<file path="src/rtl/tow_pkg.sv">
// Shared types and helpers for the tug-of-war score keeper.
package tow_pkg;

    typedef enum logic [1:0] {PLAY, WON, MATCH} tow_state_t;

    function automatic int unsigned level_width(input int unsigned levels);
        return $clog2(levels + 1);
    endfunction

endpackage

</file>
<file path="src/rtl/tow_therm.sv">
// Level-to-thermometer encoder: level k lights the top k bits, MSB first.
module tow_therm
    import tow_pkg::*;
#(
    parameter int unsigned LEVELS = 4
) (
    input  logic [level_width(LEVELS)-1:0] level,
    output logic [LEVELS-1:0]              pattern
);

    localparam logic [LEVELS-1:0] ONES = '1;

    // Shifting ones out from the top leaves the unlit bits; level==LEVELS gives all ones.
    assign pattern = ~(ONES >> level);

endmodule

</file>
<file path="src/rtl/tow_scoreboard.sv">
// One player's bar position, round counting and match detection.
module tow_scoreboard
    import tow_pkg::*;
#(
    parameter int unsigned LEVELS        = 4,
    parameter int unsigned ROUNDS_TO_WIN = 3
) (
    input  logic                           clk,
    input  logic                           reset,
    input  logic [1:0]                     idle,
    input  logic                           increment,
    input  logic                           new_round,
    output logic [LEVELS-1:0]              pattern,
    output logic [level_width(LEVELS)-1:0] level,
    output logic                           vulnerable,
    output logic                           win,
    output logic                           round_win_pulse,
    output logic [3:0]                     rounds,
    output logic                           match_win
);

    localparam int unsigned   LW   = level_width(LEVELS);
    localparam logic [LW-1:0] TOP  = LW'(LEVELS);
    localparam logic [LW-1:0] ONE  = LW'(1);
    localparam logic [3:0]    GOAL = 4'(ROUNDS_TO_WIN);

    tow_state_t        state;
    logic [LEVELS-1:0] therm;

    always_ff @(posedge clk) begin
        if (reset) begin
            state           <= PLAY;
            level           <= '0;
            rounds          <= '0;
            round_win_pulse <= 1'b0;
        end else begin
            round_win_pulse <= 1'b0;
            case (state)
                PLAY: begin
                    if (idle == 2'b00) begin
                        if (increment) begin
                            if (level == TOP) begin
                                rounds          <= rounds + 4'd1;
                                round_win_pulse <= 1'b1;
                                state           <= (rounds + 4'd1 == GOAL) ? MATCH : WON;
                            end else begin
                                level <= level + ONE;
                            end
                        end else if (level != '0) begin
                            level <= level - ONE;
                        end
                    end
                end
                WON: begin
                    if (new_round) begin
                        level <= '0;
                        state <= PLAY;
                    end
                end
                MATCH: ;
                default: state <= PLAY;
            endcase
        end
    end

    tow_therm #(.LEVELS(LEVELS)) u_therm (
        .level   (level),
        .pattern (therm)
    );

    assign pattern    = win ? '1 : therm;
    assign vulnerable = (state == PLAY) && (level <= ONE);
    assign win        = (state != PLAY);
    assign match_win  = (state == MATCH);

endmodule

</file>
<file path="config.mk">
export PLATFORM = sky130hd
export DESIGN_NAME = tow_scoreboard
export DESIGN_NICKNAME = d
export VERILOG_FILES = /design/src/rtl/tow_pkg.sv /design/src/rtl/tow_therm.sv /design/src/rtl/tow_scoreboard.sv
export SDC_FILE = /design/constraint.sdc
export NUM_CORES = 1
export LEC_CHECK = 0
export ABC_AREA = 1
export CORE_MARGIN = 2
export CORE_UTILIZATION = 25
export DETAILED_ROUTE_END_ITERATION = 6
export PLACE_DENSITY = 0.59
export SYNTH_ARGS = -nofsm -noshare
export SYNTH_HDL_FRONTEND = slang
export SYNTH_SLANG_ARGS = --single-unit
</file>
<file path="constraint.sdc">
create_clock -name clk -period 1.6 [get_ports clk]
set_clock_uncertainty 0.1 [all_clocks]
set_input_delay 0.24 -clock clk [delete_from_list [all_inputs] [get_ports clk]]
set_output_delay 0.24 -clock clk [all_outputs]
set_load 0.05 [all_outputs]
</file>
==> impl_metrics.prom <==
# TYPE chip_impl_metric gauge
chip_impl_metric{name="syn-num-nets",unit=""} 118
chip_impl_metric{name="synth.yosys.warnings",unit=""} 0
chip_impl_info{name="cells_traversed_along_the_worst_timing_path",value="inv_4 > ha_4 > inv_1 > nor2_2 > nand2_2 > buf_12"} 1
chip_impl_metric{name="max_cap_violations",unit=""} 0
chip_impl_metric{name="period_minus_slack",unit="ns"} 1.57
chip_impl_info{name="cp_slowest_cell",value="dfxtp_4"} 1
chip_impl_info{name="clock_tree.root_cell",value="clkbuf_4"} 1
chip_impl_metric{name="layout_worst_path_cycle_share",unit="%"} 98.2
chip_impl_metric{name="std_cell_rows",unit=""} 19
chip_impl_metric{name="top_cell_type_s_share_of_synthesized_area",unit="%"} 28.6
chip_impl_metric{name="cts-hold-fix-buffers",unit=""} 0
chip_impl_metric{name="final_max_slew_viol_count",unit=""} 0
chip_impl_metric{name="synth_cell_type_count",unit=""} 15
chip_impl_metric{name="switching_share",unit="%"} 37.0
chip_impl_metric{name="clk-insertion-delay-late",unit="ns"} 0.26
chip_impl_metric{name="die_area",unit="um^2"} 3240
chip_impl_metric{name="synthXorXnorAreaFrac",unit="%"} 0
chip_impl_metric{name="cts_buffer_depth",unit=""} 2
chip_impl_metric{name="synth-seq-area-share",unit="%"} 28.6
chip_impl_metric{name="drt-met1-wl",unit="um"} 685
chip_impl_metric{name="r2r_setup_slack",unit="ns"} 0.12
chip_impl_metric{name="p_leak",unit="nW"} 0.586
chip_impl_metric{name="clock_tree.htree_level_count",unit=""} 1
chip_impl_metric{name="antenna_found_initial",unit=""} 0
chip_impl_metric{name="detailedRoute.firstPassIterationCount",unit=""} 4
chip_impl_info{name="cell_class_contributing_the_biggest_share_of_worst_path_delay",value="flip-flops"} 1
chip_impl_info{name="combinational_family_with_the_most_area_after_synthesis",value="simple AND/OR/NAND/NOR gates"} 1
chip_impl_metric{name="met2_wirelength",unit="um"} 800
chip_impl_metric{name="route.final.wire_length",unit="um"} 1550
chip_impl_metric{name="peak_clock_frequency_supported_by_timing",unit="MHz"} 636
chip_impl_info{name="launching_point_of_the_worst_reg2reg_path",value="level[0]"} 1
chip_impl_metric{name="worst-endpoint-arrival",unit="ns"} 1.23
chip_impl_metric{name="worst-slew-pin-transition",unit="ns"} 0.268
chip_impl_metric{name="critPathMaxFanout",unit=""} 4
chip_impl_info{name="synth_area_leaders",value="dfxtp_1 (29%), ha_1 (13%), nand2_1 (12%)"} 1
chip_impl_metric{name="power.density_cell_area",unit="nW/um^2"} 685
chip_impl_metric{name="synth.area.mux_share",unit="%"} 0
chip_impl_info{name="worst_setup_path_end_kind",value="primary output"} 1
chip_impl_metric{name="synth_compound_gate_area_share",unit="%"} 9.11
chip_impl_metric{name="pwr-share-clk",unit="%"} 20.2
chip_impl_metric{name="synthAdderAreaFrac",unit="%"} 12.5
chip_impl_info{name="class_of_the_tightest_hold_or_removal_check",value="flop to flop"} 1
chip_impl_metric{name="crit_path_max_incr_delay",unit="ns"} 0.36
chip_impl_metric{name="layout-drive-gt1-share",unit="%"} 39.6
chip_impl_metric{name="yosys_register_bits",unit=""} 10
chip_impl_metric{name="grt_usage",unit="%"} 9.75
chip_impl_metric{name="utilization",unit="%"} 43.3
chip_impl_metric{name="clk_transition_reported_paths",unit="ns"} 0.06
chip_impl_metric{name="critPathRequiredTime",unit="ns"} 1.26
chip_impl_metric{name="syn-mean-instance-area",unit="um^2"} 6.67
chip_impl_info{name="topRoutingLayerUsed",value="met4"} 1
chip_impl_metric{name="cp_num_cells",unit=""} 6
chip_impl_metric{name="routed_wire_length_per_instance",unit="um"} 9.13
chip_impl_metric{name="detailed_placer_s_ending_hpwl",unit="um"} 1230
chip_impl_metric{name="seqPwrFrac",unit="%"} 33.8
chip_impl_metric{name="grt-ovfl-total",unit=""} 0
chip_impl_info{name="status",value="finished, final reports clean"} 1
chip_impl_metric{name="area_growth",unit="%"} 67.3
chip_impl_metric{name="intPower",unit="mW"} 0.506
chip_impl_metric{name="timing_hold_violations_final",unit=""} 0
chip_impl_metric{name="antenna_cells_inserted",unit=""} 0
chip_impl_metric{name="final_net_count",unit=""} 154
chip_impl_metric{name="tritoncts.num_buffers",unit=""} 3
chip_impl_info{name="path_class",value="flop to primary output"} 1
chip_impl_metric{name="via_density",unit=""} 4.35
chip_impl_metric{name="drt_iter0_drc",unit=""} 6
chip_impl_metric{name="io_pins",unit=""} 21
chip_impl_metric{name="chipWidth",unit="um"} 56.9
chip_impl_info{name="crit-reg2reg-capture",value="level[2]"} 1
chip_impl_info{name="first_element_of_the_critical_path",value="level[0]"} 1
chip_impl_info{name="timing.critical_path.from_type",value="flop"} 1
chip_impl_metric{name="drt_drc_violations_left",unit=""} 0
chip_impl_metric{name="clock_sink_count",unit=""} 10
chip_impl_info{name="critPathCapture",value="pattern[3]"} 1
chip_impl_metric{name="antenna_violating_nets_post_route",unit=""} 0
chip_impl_metric{name="vias",unit=""} 739
chip_impl_info{name="cts_tree",value="built"} 1
chip_impl_metric{name="vias_in_the_first_global_route",unit=""} 661
chip_impl_metric{name="final-setup-viol-count",unit=""} 0
chip_impl_metric{name="synth_simple_gate_area_share",unit="%"} 38.0
chip_impl_info{name="synth_top_cell_by_area",value="dfxtp_1"} 1
chip_impl_metric{name="globalplace.congestion",unit=""} 0.776
chip_impl_metric{name="critical_path.n_buffers_inverters",unit=""} 3
chip_impl_metric{name="detailroute.wirelength.met3",unit="um"} 56
chip_impl_metric{name="port_buffers",unit=""} 20
chip_impl_metric{name="dieHeight",unit="um"} 56.9
chip_impl_metric{name="final_cell_area",unit="um^2"} 1170
chip_impl_metric{name="ff2ff_path_depth",unit=""} 9
chip_impl_metric{name="grt_max_degree",unit=""} 11
chip_impl_metric{name="ir_worst_vdd",unit="mV"} 0.433
chip_impl_metric{name="p_sw",unit="mW"} 0.297
chip_impl_metric{name="start_util",unit="%"} 25.9
chip_impl_metric{name="pwr-share-comb",unit="%"} 46.0
chip_impl_metric{name="final.fill_count",unit=""} 290
chip_impl_metric{name="design.core.area",unit="um^2"} 2710
chip_impl_metric{name="worst_slew_margin_rel",unit="%"} 82.1
chip_impl_metric{name="grt_pass1_wl",unit="um"} 2580
chip_impl_metric{name="netlist_instances",unit=""} 105
chip_impl_metric{name="placed_cell_area",unit="um^2"} 1060
chip_impl_metric{name="synth.cell_area",unit="um^2"} 701
## worst min path at each step
stage               startpoint  cells past startpoint         to
global route         rounds[0]                      1  rounds[0]
finish               rounds[0]                      1  rounds[0]
floorplan                reset                      1   state[1]
CTS                  rounds[0]                      1  rounds[0]
detailed placement   rounds[0]                      1  rounds[0]
global placement     rounds[0]                      1  rounds[0]
## cells in the final DEF (no fill, tap or decap)
| cell type | Yosys | routed |
|---|---|---|
| nand2_1 | 23 | 20 |
| inv_1 | 22 | 19 |
| buf_4 | 0 | 17 |
| nor2_1 | 15 | 13 |
| buf_12 | 0 | 9 |
| nand3_1 | 6 | 6 |
| nand2_2 | 2 | 5 |
| o21ai_0 | 6 | 5 |
| clkdlybuf4s50_1 | 0 | 5 |
| dfxtp_1 | 10 | 5 |
| a21oi_1 | 5 | 4 |
| dfxtp_2 | 0 | 4 |
| nand4_1 | 3 | 3 |
| ha_1 | 7 | 3 |
| ha_2 | 0 | 3 |
| clkbuf_4 | 0 | 3 |
| nor2_4 | 1 | 2 |
| inv_2 | 0 | 2 |
| a21oi_2 | 1 | 2 |
| nand3_2 | 2 | 2 |
| inv_4 | 0 | 1 |
| nor2_2 | 0 | 1 |
| nand2_4 | 1 | 1 |
| nor2_8 | 1 | 1 |
| o21ai_1 | 0 | 1 |
| ha_4 | 0 | 1 |
| dfxtp_4 | 0 | 1 |
## metrics by stage
stage          cells  setup WS, ns   TNS, ns  hold slack (ns)  power, mW
2_1_floorplan    105       0.00894         0            0.202      0.476
3_3_place_gp     159        0.0301         0            0.411      0.615
3_5_place_dp     159      -0.00426  -0.00426            0.424      0.617
4_1_cts          162       -0.0337   -0.0609            0.437      0.787
5_1_grt          170       -0.0107   -0.0165            0.468      0.850
6_report         170        0.0284         0            0.431      0.803
## synth_stat cells (all sizes together)
cell	n
o21ai	6
nand4	3
nand3	8
nand2	26
ha	7
a21oi	6
dfxtp	10
inv	22
nor2	17
## logic make-up (layout without fill, tap and decap cells)
| logic type | after synthesis | count (layout) |
|---|---|---|
| simple gates | 54 | 54 |
| buf+inv | 22 | 56 |
| fa+ha+maj | 7 | 7 |
| compound gates | 12 | 12 |
| flops | 10 | 10 |
## power groups by stage
| stage | logic [mW] | clock network, mW | registers [mW] |
|---|---|---|---|
| 5_1_grt | 0.395 | 0.182 | 0.273 |
| 4_1_cts | 0.343 | 0.172 | 0.272 |
| 3_5_place_dp | 0.340 | 0 | 0.277 |
| 3_3_place_gp | 0.338 | 0 | 0.277 |
| 6_report | 0.369 | 0.162 | 0.272 |
| 2_1_floorplan | 0.173 | 0 | 0.303 |
## repair_timing
item | 4_1_cts | 5_1_grt
buffers inserted | 0 | 8
hold endpoints to repair | 0 | 0
setup endpoints to repair | 2 | 5
pin swaps | 0 | 3
resized for setup | 2 | 12
## routing by layer
| metal | vias up | track usage, % |
|---|---|---|
| met5 | - | 0 |
| met4 | 0 | 4.98 |
| met3 | 2 | 1.81 |
| met2 | 10 | 17.1 |
| met1 | 334 | 11.3 |
| li1 | 393 | - |
## final cells by class
| class | count | area [um^2] | share of cell area (%) |
|---|---|---|---|
| Clock buffer | 3 | 22.5 | 1.92 |
| Sequential cell | 10 | 209 | 17.8 |
| Inverter | 22 | 85.1 | 7.26 |
| Timing Repair Buffer | 31 | 358 | 30.5 |
| Multi-Input combinational cell | 73 | 459 | 39.2 |
| Tap cell | 31 | 38.8 | 3.31 |
## registers in the layout (all words and copies together) (netlist names)
name,count
state,2
round_win_pulse,1
level,3
rounds,4
No activity file was read; power rests on OpenSTA's default activity.
